--- src/rtl/emer_pkg.sv ---
// emer_pkg
//   Shared definitions for the secondary-road emergency request path.
//   - CTRL_S0/S1/S2 : state codes reported by the emergency controller
//   - req_state_e   : request FSM encodings used by emer_request_gen
//   - norm_ctrl     : folds the illegal controller code 2'b11 onto S0
package emer_pkg;

  localparam logic [1:0] CTRL_S0 = 2'b00;  // red
  localparam logic [1:0] CTRL_S1 = 2'b01;  // green (acts as the acknowledge)
  localparam logic [1:0] CTRL_S2 = 2'b10;  // yellow

  typedef enum logic [1:0] {
    ST_IDLE     = 2'b00,
    ST_REQ      = 2'b01,
    ST_SERVICE  = 2'b10,
    ST_COOLDOWN = 2'b11
  } req_state_e;

  // The controller should never report 2'b11; treat it as red so that a
  // glitch there cannot masquerade as yellow or as an acknowledge.
  function automatic logic [1:0] norm_ctrl(input logic [1:0] s);
    return (s == 2'b11) ? CTRL_S0 : s;
  endfunction

endpackage

--- src/rtl/emer_request_gen_if.sv ---
// emer_request_gen_if
//   Request/acknowledge link between the emergency request generator and
//   the emergency controller.
//   - emer_signal : request level, driven by the generator
//   - ctrl_state  : controller state (00 red, 01 green, 10 yellow), driven
//                   by the controller; green doubles as the acknowledge
//   Modports: master = request generator, slave = controller.
interface emer_request_gen_if;

  logic       emer_signal;
  logic [1:0] ctrl_state;

  modport master (output emer_signal, input  ctrl_state);
  modport slave  (input  emer_signal, output ctrl_state);

endinterface

--- src/rtl/emer_request_gen_debounce.sv ---
// emer_debounce
//   Two-flop synchroniser followed by a stability filter for the raw
//   emergency input. The filtered level only follows the synced input once
//   it has differed from the current level for DEB_CYCLES consecutive clocks.
//   Ports:
//   - clk, reset : system clock, synchronous active-high reset
//   - raw        : asynchronous raw input, active high
//   - press      : one-clk strobe on each rising edge of the filtered level
module emer_debounce #(
  parameter int DEB_CYCLES = 16
) (
  input  logic clk,
  input  logic reset,
  input  logic raw,
  output logic press
);

  localparam int CW = $clog2(DEB_CYCLES) + 1;
  localparam logic [CW-1:0] LAST = CW'(DEB_CYCLES - 1);

  logic [1:0]    sync_q;
  logic          level_q;
  logic [CW-1:0] cnt_q;

  // cnt_q counts consecutive synced samples that disagree with level_q;
  // any agreeing sample restarts the count. The strobe is raised on the
  // same edge that the level rises, so it is exactly one clock wide.
  always_ff @(posedge clk) begin
    if (reset) begin
      sync_q  <= 2'b00;
      level_q <= 1'b0;
      cnt_q   <= '0;
      press   <= 1'b0;
    end else begin
      sync_q <= {sync_q[0], raw};
      press  <= 1'b0;
      if (sync_q[1] == level_q) begin
        cnt_q <= '0;
      end else if (cnt_q == LAST) begin
        level_q <= sync_q[1];
        cnt_q   <= '0;
        press   <= sync_q[1];
      end else begin
        cnt_q <= cnt_q + 1'b1;
      end
    end
  end

endmodule

--- src/rtl/emer_request_gen.sv ---
// emer_request_gen
//   Front end of the secondary-road emergency path. Debounces the raw
//   emergency input, raises emer_signal until the controller acknowledges
//   (goes green), then watches for the yellow -> red transition that marks
//   the end of service. One extra press is queued, ack timeouts are
//   reported and completed services are counted.
//   Ports:
//   - clk, reset   : system clock, synchronous active-high reset
//   - emer_raw     : asynchronous raw emergency input
//   - tick_1hz     : one-clk strobe per second
//   - ctrl_if      : master side of emer_request_gen_if (emer_signal out,
//                    ctrl_state in)
//   - pending      : a second press is queued
//   - ack_fault    : one-clk pulse when the ack timeout expires
//   - served_count : completed services, wraps modulo 2^CNT_W
//   Build option: define EMER_COOLDOWN_EN to add a COOLDOWN_SEC-second
//   lockout after each service (presses during it are queued). Without it,
//   completion returns straight to IDLE.
module emer_request_gen
  import emer_pkg::*;
#(
  parameter int         DEB_CYCLES   = 16,
  parameter logic [3:0] ACK_TIMEOUT  = 4'd8,
  parameter logic [3:0] COOLDOWN_SEC = 4'd5,
  parameter int         CNT_W        = 8
) (
  input  logic                 clk,
  input  logic                 reset,
  input  logic                 emer_raw,
  input  logic                 tick_1hz,
  emer_request_gen_if.master   ctrl_if,
  output logic                 pending,
  output logic                 ack_fault,
  output logic [CNT_W-1:0]     served_count
);

  logic       press;
  logic       emer_q;
  req_state_e state;
  logic [3:0] wait_cnt;
  logic [1:0] prev_ctrl;
  logic [1:0] ctrl_now;
  logic       completion;

`ifdef EMER_COOLDOWN_EN
  logic [3:0] cool_cnt;
`else
  logic       unused_cooldown_sec;
  assign unused_cooldown_sec = ^COOLDOWN_SEC;
`endif

  emer_debounce #(
    .DEB_CYCLES(DEB_CYCLES)
  ) u_deb (
    .clk   (clk),
    .reset (reset),
    .raw   (emer_raw),
    .press (press)
  );

  assign ctrl_now            = norm_ctrl(ctrl_if.ctrl_state);
  assign completion          = (prev_ctrl == CTRL_S2) && (ctrl_now == CTRL_S0);
  assign ctrl_if.emer_signal = emer_q;

  // Request FSM. prev_ctrl remembers the previous (normalised) controller
  // state so that only a genuine yellow -> red step counts as completion.
  // In REQ the ack is tested before the tick, so a simultaneous tick can
  // never turn an acknowledged request into a fault.
  always_ff @(posedge clk) begin
    if (reset) begin
      state        <= ST_IDLE;
      emer_q       <= 1'b0;
      pending      <= 1'b0;
      ack_fault    <= 1'b0;
      served_count <= '0;
      wait_cnt     <= '0;
      prev_ctrl    <= CTRL_S0;
`ifdef EMER_COOLDOWN_EN
      cool_cnt     <= '0;
`endif
    end else begin
      ack_fault <= 1'b0;
      prev_ctrl <= ctrl_now;
      case (state)
        ST_IDLE: begin
          if (pending || press) begin
            pending  <= 1'b0;
            state    <= ST_REQ;
            emer_q   <= 1'b1;
            wait_cnt <= '0;
          end
        end
        ST_REQ: begin
          if (ctrl_now == CTRL_S1) begin
            state  <= ST_SERVICE;
            emer_q <= 1'b0;
          end else if (tick_1hz) begin
            if (wait_cnt + 4'd1 == ACK_TIMEOUT) begin
              ack_fault <= 1'b1;
              emer_q    <= 1'b0;
              pending   <= 1'b0;
              state     <= ST_IDLE;
            end else begin
              wait_cnt <= wait_cnt + 4'd1;
            end
          end
        end
        ST_SERVICE: begin
          if (press) begin
            pending <= 1'b1;
          end
          if (completion) begin
            served_count <= served_count + 1'b1;
`ifdef EMER_COOLDOWN_EN
            state    <= ST_COOLDOWN;
            cool_cnt <= '0;
`else
            state    <= ST_IDLE;
`endif
          end
        end
`ifdef EMER_COOLDOWN_EN
        ST_COOLDOWN: begin
          if (press) begin
            pending <= 1'b1;
          end
          if (tick_1hz) begin
            if (cool_cnt + 4'd1 == COOLDOWN_SEC) begin
              state <= ST_IDLE;
            end else begin
              cool_cnt <= cool_cnt + 4'd1;
            end
          end
        end
`endif
        default: begin
          state  <= ST_IDLE;
          emer_q <= 1'b0;
        end
      endcase
    end
  end

endmodule

--- src/flat_wrapper.sv ---
// flat-port wrapper written by rule: the top's interface ports become plain ports
module emer_request_gen_flat import emer_pkg::*;
#(
  parameter int         DEB_CYCLES   = 16,
  parameter logic [3:0] ACK_TIMEOUT  = 4'd8,
  parameter logic [3:0] COOLDOWN_SEC = 4'd5,
  parameter int         CNT_W        = 8
)
  (clk, reset, emer_raw, tick_1hz, pending, ack_fault, served_count, ctrl_if_emer_signal, ctrl_if_ctrl_state);
  emer_request_gen_if ctrl_if_i ();
  input  logic clk;
  input  logic reset;
  input  logic emer_raw;
  input  logic tick_1hz;
  output logic pending;
  output logic ack_fault;
  output logic [CNT_W-1:0] served_count;
  output wire logic [$bits(ctrl_if_i.emer_signal)-1:0] ctrl_if_emer_signal;
  input wire logic [$bits(ctrl_if_i.ctrl_state)-1:0] ctrl_if_ctrl_state;
  assign ctrl_if_emer_signal = ctrl_if_i.emer_signal;
  assign ctrl_if_i.ctrl_state = ctrl_if_ctrl_state;
  emer_request_gen #(.DEB_CYCLES(DEB_CYCLES), .ACK_TIMEOUT(ACK_TIMEOUT), .COOLDOWN_SEC(COOLDOWN_SEC), .CNT_W(CNT_W)) u_core (.clk(clk), .reset(reset), .emer_raw(emer_raw), .tick_1hz(tick_1hz), .ctrl_if(ctrl_if_i), .pending(pending), .ack_fault(ack_fault), .served_count(served_count));
endmodule
--- config.mk ---
export PLATFORM = sky130hd
export DESIGN_NAME = emer_request_gen_flat
export DESIGN_NICKNAME = d
export VERILOG_FILES = /design/src/rtl/emer_pkg.sv /design/src/rtl/emer_request_gen_if.sv /design/src/rtl/emer_request_gen_debounce.sv /design/src/rtl/emer_request_gen.sv /design/src/flat_wrapper.sv
export SDC_FILE = /design/constraint.sdc
export NUM_CORES = 1
export LEC_CHECK = 0
export ABC_AREA = 1
export CORE_MARGIN = 2
export CORE_UTILIZATION = 50
export CTS_BUF_LIST = sky130_fd_sc_hd__clkbuf_4 sky130_fd_sc_hd__clkbuf_8
export DETAILED_ROUTE_END_ITERATION = 10
export PLACE_DENSITY = 0.76
export SKIP_CTS_REPAIR_TIMING = 1
export SLEW_MARGIN = 10
export SYNTH_ARGS = -nofsm -noshare
export SYNTH_HDL_FRONTEND = slang
export SYNTH_HIERARCHICAL = 1
export SYNTH_SLANG_ARGS = --single-unit
--- constraint.sdc ---
create_clock -name clk -period 1.09 [get_ports clk]
set_input_delay 0.1635 -clock clk [delete_from_list [all_inputs] [get_ports clk]]
set_output_delay 0.1635 -clock clk [all_outputs]
set_load 0.01 [all_outputs]
Word level (Yosys, flattened, before mapping) --
Index checks and enable logic that the tools add are counted.
Word-level totals: bits in registers 28, output and inout bits 11, logic and storage cells 73
Cells by class: add/sub/neg operators 3, eq/ne operators 17, multiplexer cells 22, bitwise gates (word level) 5, reductions and logical operators 15
Operator list (number):
- $mux 4 | 4
- $mux 2 | 6
- $add 8x1->8 const B | 1
- $mux 1 | 8
- $ne 2x2->1 const B | 4
- $pmux 4 s2 | 1
- $reduce_and 4->1 | 2
- $eq 2x2->1 const B | 3
- $ne 2x1->1 const B | 3
- $pmux 1 s3 | 2
- $pmux 2 s3 | 1
- $reduce_and 6->1 | 1
- $reduce_or 3->1 | 2
- $add 5x1->5 const B | 1
- $eq 5x4->1 const B | 1
- $not 1->1 | 5
- $reduce_and 5->1 | 1
- $add 4x1->4 const B | 1
- $eq 2x1->1 const B | 2
- $eq 4x4->1 const B | 1
- $logic_not 2->1 | 2
- $reduce_and 2->1 | 2
- $reduce_or 4->1 | 1
- $ne 3x1->1 const B | 1
- other kinds (6) | 6

Logic depth before layout (Yosys ltp) --
Gate-level depths: netlist of run 1.
depth in word-level cells 6, mapped depth 10

Cells and area by module --
Netlist of run 1, hierarchy kept.
Modules (own cells, without submodules):
- emer_request_gen | times used 1, cells an instance 139, area an instance 985.9 um^2
- emer_debounce | times used 1, cells an instance 41, area an instance 347.8 um^2

Least setup slack after synthesis of run 1 --
No wires, ideal clock.
path type register to register, from register u_core.u_deb.cnt_q[0], to register u_core.u_deb.cnt_q[3], setup time 62 ps, arrival 1151 ps, data required time 1028 ps, setup slack -123 ps, stages on the path, launching flop included 8, path through dfxtp_1 ha_1 nand2_1 nor2_1 ha_1 nor2_4 nand3_2 nor2_2
Between the ends: word-level cells in the longest chain between the ends 2, elaborated cells between the ends (all ways) 3, classes of those cells add/sub: 1; eq/ne: 1; reduce/logical: 1
Ends and longest elaborated chain:
- start, declared | line emer_request_gen_debounce.sv:23 | logic [CW-1:0] cnt_q;
- start signal, assigned | line emer_request_gen_debounce.sv:44 | cnt_q <= cnt_q + 1'b1;
- branches (longest 2 deep; another with $add 5x1->5)
Several ways; the timed one is not identified. A chain may end at the register's enable or synchronous reset.

Worst setup path after layout of run 1 --
from register u_core.state[0], to register u_core.served_count[4]
Between the ends: word-level cells in the longest chain between the ends 2
Ends and longest elaborated chain:
- start, declared | line emer_request_gen.sv:39 | req_state_e state;
- start signal, assigned | line emer_request_gen.sv:71 | state <= ST_IDLE;
- start signal, assigned | line emer_request_gen.sv:88 | state <= ST_REQ;
- start signal, assigned | line emer_request_gen.sv:95 | state <= ST_SERVICE;
- $eq 2x2->1 | line emer_request_gen.sv:84 | case (state)
- $reduce_and 2->1 (no line)
- end signal, assigned | line emer_request_gen.sv:113 | served_count <= served_count + 1'b1;
- end, declared | line emer_request_gen.sv:34 | output logic [CNT_W-1:0] served_count
No other way between the ends.

==> flow_summary.yaml, run 1 <==
clock_network:
  cts_max_path_buffers: 2
  cts_sinks: 28
  htreeDepth: 1
  path_clk_slew_ns: 0.16
  root_buffer: "clkbuf_4"
  insertion_delay_ns: 0.33
  cts_tree: "yes"
  cts_made_buffers: 3
grt:
  grt-ovfl-total: 0
  grt_usage_pct: 20.6
  grt_pass1_wl_um: 5230
  grt_antenna_before_repair: 0
  grt_max_degree: 17
  grt_pass1_vias: 1253
power_and_ir_drop:
  seq_power_share_pct: 42.6
  sw_frac_of_total_pct: 32.7
  p_comb_share_pct: 31.9
  clockPowerShare_pct: 25.5
  power_switching_w: 0.000896
  irDropWorstVdd_v: 0.00122
  intPower_w: 0.00185
  p_leak_nw: 1.09
  cellPowerDensity_nw_per_um2: 1270
  finalPower_w: 0.00274
timing:
  fmax_ghz: 0.798
  post-route-min-period_ns: 1.25
  rsz0062_at_grt: "yes"
  worstMarginPinSlew_ns: 0.377
  setup_violations: 22
  hold_violations: 0
  fin_skew_ns: 0.00469
  worst_slack_ns: -0.163
  maxSlewHeadroom_pct: 74.8
  final.period_utilization_pct: 115
  setup-tns-final_ns: -2.04
  finalMaxSlewViolations: 0
die:
  io_pins: 17
  dieHeight_um: 55.7
  die_area_um2: 3100
  rows: 18
  die_w_um: 55.7
  start_util_pct: 53.4
  core_area_um2: 2500
cells_and_area:
  nets: 244
  drive_above_1_share_pct: 49.4
  fill_cells: 136
  final_util_pct: 86.3
  area_delta_synth_final_pct: 61.8
  mostFrequentLayoutCell: "buf_4"
  final_cell_mix: "buf_4, inv_1, nor2_1"
  final_area_um2: 2160
  antennaDiodeCount: 0
setup_path:
  critPathTopFamily: "simple AND/OR/NAND/NOR gates"
  cp-start-kind: "flop"
  cp_slowest_cell: "dfxtp_4"
  regToRegSetupSlack_ns: -0.16
  required_ns: 1.37
  cpMostUsedCell: "inv_4"
  critPathArrivalTime_ns: 1.53
  critPathKind: "flop to flop"
  cp_cell_sequence: "inv_4 -> nand2_4 -> nor2_4 -> inv_4 -> nor2_2 -> xor2_1 -> and2_1"
  cp_num_buf_inv: 2
  cp_max_fo: 5
  endpoint_kind: "flop"
  worst_path_largest_cell_delay_ns: 0.40
logic_synthesis:
  syn_inst: 180
  synth_area_leader_cell: "dfxtp_1"
  synth_fp_nets: 192
  synth_cell_types: 28
  synth_top_cell_area_share_pct: 42.0
  ys_ff_latch: 28
  synth.area.top_cells: "dfxtp_1, nand2_1, nor2_1, inv_1, ha_1"
  yosys_warnings: 6
  syn_area_per_cell_um2: 7.41
  seq_area_frac_synth_pct: 42.0
  netlist_area_um2: 1330
placed_design:
  portBuffers: 16
  place_ws_ns: -0.727
  gp_congestion: 0.915
  dp_hpwl_um: 2420
  placed_area_um2: 1760
drt:
  drtAntennaViolNets: 0
  vias: 1372
  drcViolationCount: 0
  firstDrtPassIters: 4
  routed_wl_um: 4030
  wl_per_cell_um: 15.4
  drt-vias-per-instance: 5.26
  drtIter0Drc: 26
min_path:
  hold_path_class: "input port to flop"
job:
  maxCapViolations: 0
run_status:
  run_status: "complete, but fails checks"
  violations: "setup timing"
## kinds of logic (layout without fill, tap and decap cells)
family | after synthesis | in the layout | synth area share, %
AND/OR/NAND/NOR | 88 | 88 | 31.5
flip-flops | 28 | 28 | 42.0
XOR/XNOR | 3 | 3 | 1.97
adder cells (fa/ha/maj) | 6 | 6 | 5.63
AO/OA/AOI/OAI | 24 | 24 | 9.94
buffers and inverters | 31 | 82 | 8.91
## synth_stat cells, drive strengths merged
cell     n
dfxtp   28
nand3b   1
inv     30
o21a     1
or2      1
nand4    5
a21boi   1
nor3     1
a21oi   13
nand3   10
clkbuf   1
xnor2    1
ha       6
nor2    33
o21ai    9
nand2   35
xor2     2
nor4     1
and2     1
## worst min-delay path: stages
cell            delay [ns]
dlymetal6s2s_1        0.17
ha_4                  0.18
inv_1                 0.04
nor2_1                0.04
## flip-flops by register name (all words and copies together), names as in the netlist
| register | count |
|---|---|
| u_core/u_deb/press | 1 |
| u_core/ack_fault | 1 |
| u_core/u_deb/level_q | 1 |
| u_core/u_deb/sync_q | 2 |
| u_core/u_deb/cnt_q | 5 |
| u_core/prev_ctrl | 2 |
| u_core/served_count | 8 |
| u_core/pending | 1 |
| u_core/ctrl_if.emer_signal | 1 |
| u_core/state | 2 |
| u_core/wait_cnt | 4 |
## final timing paths
check,startpoint,end,depth (start not counted)
setup / recovery,u_core/state[0],u_core/served_count[4],7
hold / removal,ctrl_if_ctrl_state[1],u_core/prev_ctrl[1],4
setup reg to reg,u_core/state[0],u_core/served_count[4],7
hold reg to reg,u_core/u_deb/sync_q[0],u_core/u_deb/sync_q[1],2
## metal layers
| metal | up-vias | part of all wire [%] | global-route usage [%] |
|---|---|---|---|
| met2 | 29 | 55 | 38.6 |
| met4 | 0 | 3.6 | 5.57 |
| li1 | 675 | - | - |
| met5 | - | 0 | 0 |
| met1 | 654 | 39 | 24.1 |
| met3 | 14 | 2.3 | 3.26 |
## per-stage QoR
| step | hold slack [ns] | instances |
|---|---|---|
| after floorplan | 0.235 | 180 |
| after global placement | 0.397 | 247 |
| after detailed placement | 0.412 | 247 |
| after CTS | 0.343 | 251 |
| after global routing | 0.296 | 261 |
| final | 0.300 | 261 |
## area by class of cell
cell class / instances / area, µm² / area share (%)
Sequential cell: 28 / 594 / 27.5
Inverter: 30 / 128 / 5.91
Clock buffer: 3 / 22.5 / 1.04
Timing Repair Buffer: 48 / 440 / 20.4
Clock inverter: 1 / 30.0 / 1.39
Tap cell: 30 / 37.5 / 1.74
Multi-Input combinational cell: 121 / 906 / 42.0
## power by group through the flow
stage                     sequential, W  combinational [W]  clock, W
final                           0.00117           0.000874  0.000699
after global routing            0.00117           0.000930  0.000740
after CTS                       0.00114           0.000672  0.000698
after detailed placement        0.00116           0.000663         0
after global placement          0.00116           0.000626         0
after floorplan                 0.00115           0.000402         0
No activity file was read; power rests on OpenSTA's default activity.
==> inputs of run 2 (changes only) <==
--- a/config.mk
+++ b/config.mk
@@ -5,12 +5,12 @@
 export SDC_FILE = /design/constraint.sdc
 export NUM_CORES = 1
 export LEC_CHECK = 0
-export ABC_AREA = 1
+export ABC_AREA = 0
 export CORE_MARGIN = 2
 export CORE_UTILIZATION = 50
 export CTS_BUF_LIST = sky130_fd_sc_hd__clkbuf_4 sky130_fd_sc_hd__clkbuf_8
 export DETAILED_ROUTE_END_ITERATION = 10
-export PLACE_DENSITY = 0.76
+export PLACE_DENSITY = 0.77
 export SKIP_CTS_REPAIR_TIMING = 1
 export SLEW_MARGIN = 10
 export SYNTH_ARGS = -nofsm -noshare
==> flow_summary.yaml, run 2 <==
grt:
  grt_antenna_before_repair: 0
  grt_pass1_vias: 1068
  grt_max_degree: 17
  grt-ovfl-total: 0
  grt_pass1_wl_um: 4510
  grt_usage_pct: 21.8
logic_synthesis:
  async_flop_share_pct: 0
  synth-main-ff-cell: "dfxtp_1"
  synth_compound_area_share_pct: 10.7
  synthMostInstantiatedCell: "dfxtp_1"
  synth-simple-area-share_pct: 27.1
  yosys_warnings: 6
  synth_cell_types: 41
  synth-edff-count: 0
  synth_top_family_by_area: "simple AND/OR/NAND/NOR gates"
  ys_top_cells_by_count: "dfxtp_1, nor2_1, a21oi_1"
  seq_area_frac_synth_pct: 44.7
  syn_inst: 134
  synth_adder_area_share_pct: 5.98
  netlist_area_um2: 1250
  synthMuxAreaShare_pct: 1.60
  synth_top_cell_area_share_pct: 44.7
  synth.area.top_cells: "dfxtp_1, ha_1, nor2_1, xnor2_1, a21oi_1"
  synth_area_leader_cell: "dfxtp_1"
  syn_area_per_cell_um2: 9.37
  synth-xor-area-share_pct: 6.28
  synth_fp_nets: 146
  ys_ff_latch: 28
cells_and_area:
  fill_cells: 114
  nets: 201
  final_cell_mix: "buf_4, buf_6, nor2_1"
  drive_above_1_share_pct: 55.9
  area_delta_synth_final_pct: 70.2
  multi_input_area_um2: 923
  final_cells: 218
  regArea_um2: 586
  largest_registers: "u_core/served_count: 8 flops, u_core/u_deb/cnt_q: 5 flops, u_core/wait_cnt: 4 flops"
  mostFrequentLayoutCell: "buf_4"
  regMostFlops: "u_core/served_count"
  antennaDiodeCount: 0
  largest_register_ffs: 8
setup_path:
  critPathKind: "flop to flop"
  endpoint_kind: "flop"
  cp_max_fo: 3
  required_ns: 1.39
  critPathArrivalTime_ns: 1.88
  cp-start-kind: "flop"
clock_network:
  cts_sinks: 28
  insertion_delay_ns: 0.35
  root_buffer: "clkbuf_4"
  cts_max_path_buffers: 2
  cts_tree: "yes"
  cts_made_buffers: 3
  path_clk_slew_ns: 0.16
  htreeDepth: 1
drt:
  routed_wl_um: 4080
  wl_met3_um: 246
  vias: 1249
  dr_wl_met2_um: 2100
  wl_per_cell_um: 18.7
  wirelength_met1_um: 1610
  drtIter0Drc: 36
  maxUsedRoutingLayer: "met4"
  drt-vias-per-instance: 5.73
  firstDrtPassIters: 4
  drtAntennaViolNets: 0
  drcViolationCount: 0
power_and_ir_drop:
  p_comb_share_pct: 5.5
  cellPowerDensity_nw_per_um2: 863
  seq_power_share_pct: 55.9
  clockPowerShare_pct: 38.6
  irDropWorstVdd_v: 0.00111
  p_leak_nw: 0.964
  intPower_w: 0.00145
  power_switching_w: 0.000397
  sw_frac_of_total_pct: 21.5
timing:
  hold_ws_ns: 0.245
  setup_violations: 28
  rsz0062_at_grt: "yes"
  fin_skew_ns: 0.00844
  hold_violations: 0
  worstMarginPinSlew_ns: 0.377
  final.period_utilization_pct: 144
  post-route-min-period_ns: 1.57
  maxSlewHeadroom_pct: 74.8
  fmax_ghz: 0.636
  worst_slack_ns: -0.484
  finalMaxSlewViolations: 0
min_path:
  hold_path_class: "input port to flop"
die:
  die_area_um2: 2930
  io_pins: 17
  start_util_pct: 51.6
  dieHeight_um: 54.1
  die_w_um: 54.1
  rows: 18
  core_area_um2: 2430
placed_design:
  placed_cells: 208
  dp_hpwl_um: 2140
  gp_congestion: 0.809
  portBuffers: 16
run_status:
  violations: "setup timing"
  run_status: "complete, but fails checks"
job:
  maxCapViolations: 0
-- run 2: cell types whose count changed after synthesis, sizes merged, moves of 4 or more --
cell,before,now
a21oi,13,9
inv,30,6
nand2,35,7
nand3,10,3
nand3b,1,5
nand4,5,1
nor2,33,20
nor2b,0,5
o21ai,9,3
xnor2,1,7
-- run 2: cell type report --
class,instances,share of cell area [%]
Timing Repair Buffer,54,24.1
Tap cell,30,1.76
Inverter,6,1.05
Clock buffer,3,1.05
Multi-Input combinational cell,96,43.2
Clock inverter,1,1.41
Sequential cell,28,27.4
-- run 2: routing by layer --
layer / GRT usage (%) / vias up
li1: - / 577
met1: 24.1 / 613
met2: 39.6 / 44
met3: 5.83 / 15
met4: 7.50 / 0
met5: 0 / -
-- run 2: worst max-delay path: stages (launching register included) --
cell and delay (ns):
dfxtp_2 0.36, nand3b_4 0.15, or4_4 0.54, or3_1 0.34, a21oi_1 0.13
-- run 2: final timing paths --
path                                from                endpoint  slack [ns]  cells after the start
setup / recovery         u_core/state[0]  u_core/served_count[7]       -0.48                      4
hold / removal     ctrl_if_ctrl_state[1]     u_core/prev_ctrl[1]        0.25                      3
setup reg to reg         u_core/state[0]  u_core/served_count[7]       -0.48                      4
hold reg to reg   u_core/u_deb/sync_q[0]  u_core/u_deb/sync_q[1]        0.47                      1
-- run 2: logic make-up (layout without fill, tap and decap cells) --
group / after synthesis / after routing
flip-flops: 28 / 28
adder cells (fa/ha/maj): 6 / 6
AND/OR/NAND/NOR: 58 / 58
buffers and inverters: 10 / 64
XOR/XNOR: 9 / 9
AO/OA/AOI/OAI: 21 / 21
multiplexers: 2 / 2
-- run 2: power by group through the flow --
| stage | clock, W | sequential (W) | combinational (W) |
|---|---|---|---|
| floorplan | 0 | 0.00105 | 0.0000399 |
| global placement | 0 | 0.00106 | 0.0000831 |
| detailed placement | 0 | 0.00106 | 0.0000850 |
| CTS | 0.000702 | 0.00103 | 0.0000854 |
| global route | 0.000758 | 0.00103 | 0.000107 |
| finish | 0.000712 | 0.00103 | 0.000101 |
-- run 2: metrics by stage --
step / util (%) / setup WS (ns) / power, W / area, µm² / setup TNS, ns
floorplan: - / -0.478 / 0.00109 / 1370 / -2.80
global placement: 73.4 / -0.854 / 0.00114 / 1790 / -13.22
detailed placement: 73.4 / -0.922 / 0.00114 / 1790 / -14.10
CTS: 75.6 / -0.543 / 0.00182 / 1840 / -11.41
global route: 87.8 / -0.508 / 0.00190 / 2140 / -7.79
finish: 87.8 / -0.484 / 0.00184 / 2140 / -6.37
==> inputs of run 3 (changes only) <==
--- a/config.mk
+++ b/config.mk
@@ -10,7 +10,7 @@
 export CORE_UTILIZATION = 50
 export CTS_BUF_LIST = sky130_fd_sc_hd__clkbuf_4 sky130_fd_sc_hd__clkbuf_8
 export DETAILED_ROUTE_END_ITERATION = 10
-export PLACE_DENSITY = 0.77
+export PLACE_DENSITY = 0.89
 export SKIP_CTS_REPAIR_TIMING = 1
 export SLEW_MARGIN = 10
 export SYNTH_ARGS = -nofsm -noshare
==> constraint.sdc (replaced) <==
create_clock -name clk -period 1.09 [get_ports clk]
set_input_delay 0.1635 -clock clk [delete_from_list [all_inputs] [get_ports clk]]
set_output_delay 0.1635 -clock clk [all_outputs]
set_load 0.02 [all_outputs]
==> flow_summary.yaml, run 3 (synthesis gave the netlist of run 2 again) <==
drt:
  drcViolationCount: 0
  routed_wl_um: 4110
  drtIter0Drc: 39
  vias: 1252
  firstDrtPassIters: 4
  drtAntennaViolNets: 0
  wl_per_cell_um: 18.4
  drt-vias-per-instance: 5.61
power_and_ir_drop:
  sw_frac_of_total_pct: 21.8
  clockPowerShare_pct: 30.8
  power_switching_w: 0.000356
  cellPowerDensity_nw_per_um2: 776
  irDropWorstVdd_v: 0.00119
  p_leak_nw: 0.883
  seq_power_share_pct: 62.9
  intPower_w: 0.00128
  p_comb_share_pct: 6.3
setup_path:
  critPathArrivalTime_ns: 1.80
  critPathKind: "flop to flop"
  cp_max_fo: 3
  required_ns: 1.35
  cp-start-kind: "flop"
  endpoint_kind: "flop"
timing:
  hold_violations: 0
  fmax_ghz: 0.654
  finalMaxSlewViolations: 0
  worstMarginPinSlew_ns: 0.407
  post-route-min-period_ns: 1.53
  maxSlewHeadroom_pct: 72.8
  rsz0062_at_grt: "yes"
  fin_skew_ns: 0.00345
  setup-tns-final_ns: -6.10
  worst_slack_ns: -0.440
  setup_violations: 27
  final.period_utilization_pct: 140
grt:
  grt-ovfl-total: 0
  grt_pass1_vias: 1134
  grt_pass1_wl_um: 4570
  grt_max_degree: 16
  grt_usage_pct: 21.4
  grt_antenna_before_repair: 0
cells_and_area:
  drive_above_1_share_pct: 58.0
  largest_registers: "u_core/served_count: 8 flops, u_core/u_deb/cnt_q: 5 flops, u_core/wait_cnt: 4 flops"
  regMostFlops: "u_core/served_count"
  mostFrequentLayoutCell: "buf_4"
  nets: 206
  area_delta_synth_final_pct: 67.6
  final_cell_mix: "buf_4, nor2_1, buf_6, dfxtp_1, dfxtp_2"
  largest_register_ffs: 8
  antennaDiodeCount: 0
  final_util_pct: 86.5
die:
  dieHeight_um: 54.1
  die_w_um: 54.1
  die_area_um2: 2930
  rows: 18
  io_pins: 17
  core_area_um2: 2430
  start_util_pct: 51.6
clock_network:
  insertion_delay_ns: 0.32
  cts_tree: "yes"
  root_buffer: "clkbuf_4"
  htreeDepth: 1
  cts_made_buffers: 3
  cts_sinks: 28
  cts_max_path_buffers: 2
  path_clk_slew_ns: 0.14
placed_design:
  portBuffers: 16
  dp_hpwl_um: 2160
  place_ws_ns: -0.922
  gp_congestion: 0.936
run_status:
  run_status: "complete, but fails checks"
  violations: "setup timing"
job:
  maxCapViolations: 0
min_path:
  hold_path_class: "input port to flop"
[run 3: area by class of cell]
class                      count  area [µm²]
timing repair buffer          59         517
sequential                    28         587
inverter                       6        22.5
fill                         105         329
tap                           30        37.5
clock buffer                   4        36.3
multi-input combinational     96         903
[run 3: power by group through the flow]
| stage | combinational, W | clock, W | sequential, W |
|---|---|---|---|
| 6_report | 0.000103 | 0.000503 | 0.00103 |
| 5_1_grt | 0.000106 | 0.000554 | 0.00103 |
| 4_1_cts | 0.0000905 | 0.000516 | 0.00103 |
| 3_5_place_dp | 0.0000897 | 0 | 0.00105 |
| 3_3_place_gp | 0.0000851 | 0 | 0.00105 |
| 2_1_floorplan | 0.0000399 | 0 | 0.00105 |
[run 3: stage by stage]
step | hold slack [ns] | std cells | cell area (µm²) | power [W]
floorplan | 0.235 | 134 | 1380 | 0.00109
global placement | 0.418 | 211 | 1820 | 0.00114
detailed placement | 0.426 | 211 | 1820 | 0.00114
CTS | 0.370 | 215 | 1850 | 0.00163
global route | 0.269 | 223 | 2100 | 0.00169
finish | 0.274 | 223 | 2100 | 0.00163
[run 3: worst max-delay path, cell delays in order, from the launching register on]
cell and delay, ns:
dfxtp_4 0.38, nand2_1 0.09, or4_4 0.55, or3_1 0.32, a21oi_1 0.14
[run 3: per-layer routing]
layer  vias up  GRT usage, %  part of all wire (%)
li1        587             -                     -
met1       599          24.3                    41
met2        58          39.0                    51
met3         8          4.44                   6.9
met4         0          7.92                   1.0
met5         -             0                     0
[run 3: final timing paths]
| check | start | endpoint | slack, ns | cells after the start |
|---|---|---|---|---|
| worst min-delay path | ctrl_if_ctrl_state[1] | u_core/prev_ctrl[1] | 0.27 | 3 |
| worst max-delay path | u_core/served_count[0] | u_core/served_count[7] | -0.44 | 4 |
| worst min register to register | u_core/u_deb/sync_q[0] | u_core/u_deb/sync_q[1] | 0.46 | 1 |
| worst max register to register | u_core/served_count[0] | u_core/served_count[7] | -0.44 | 4 |
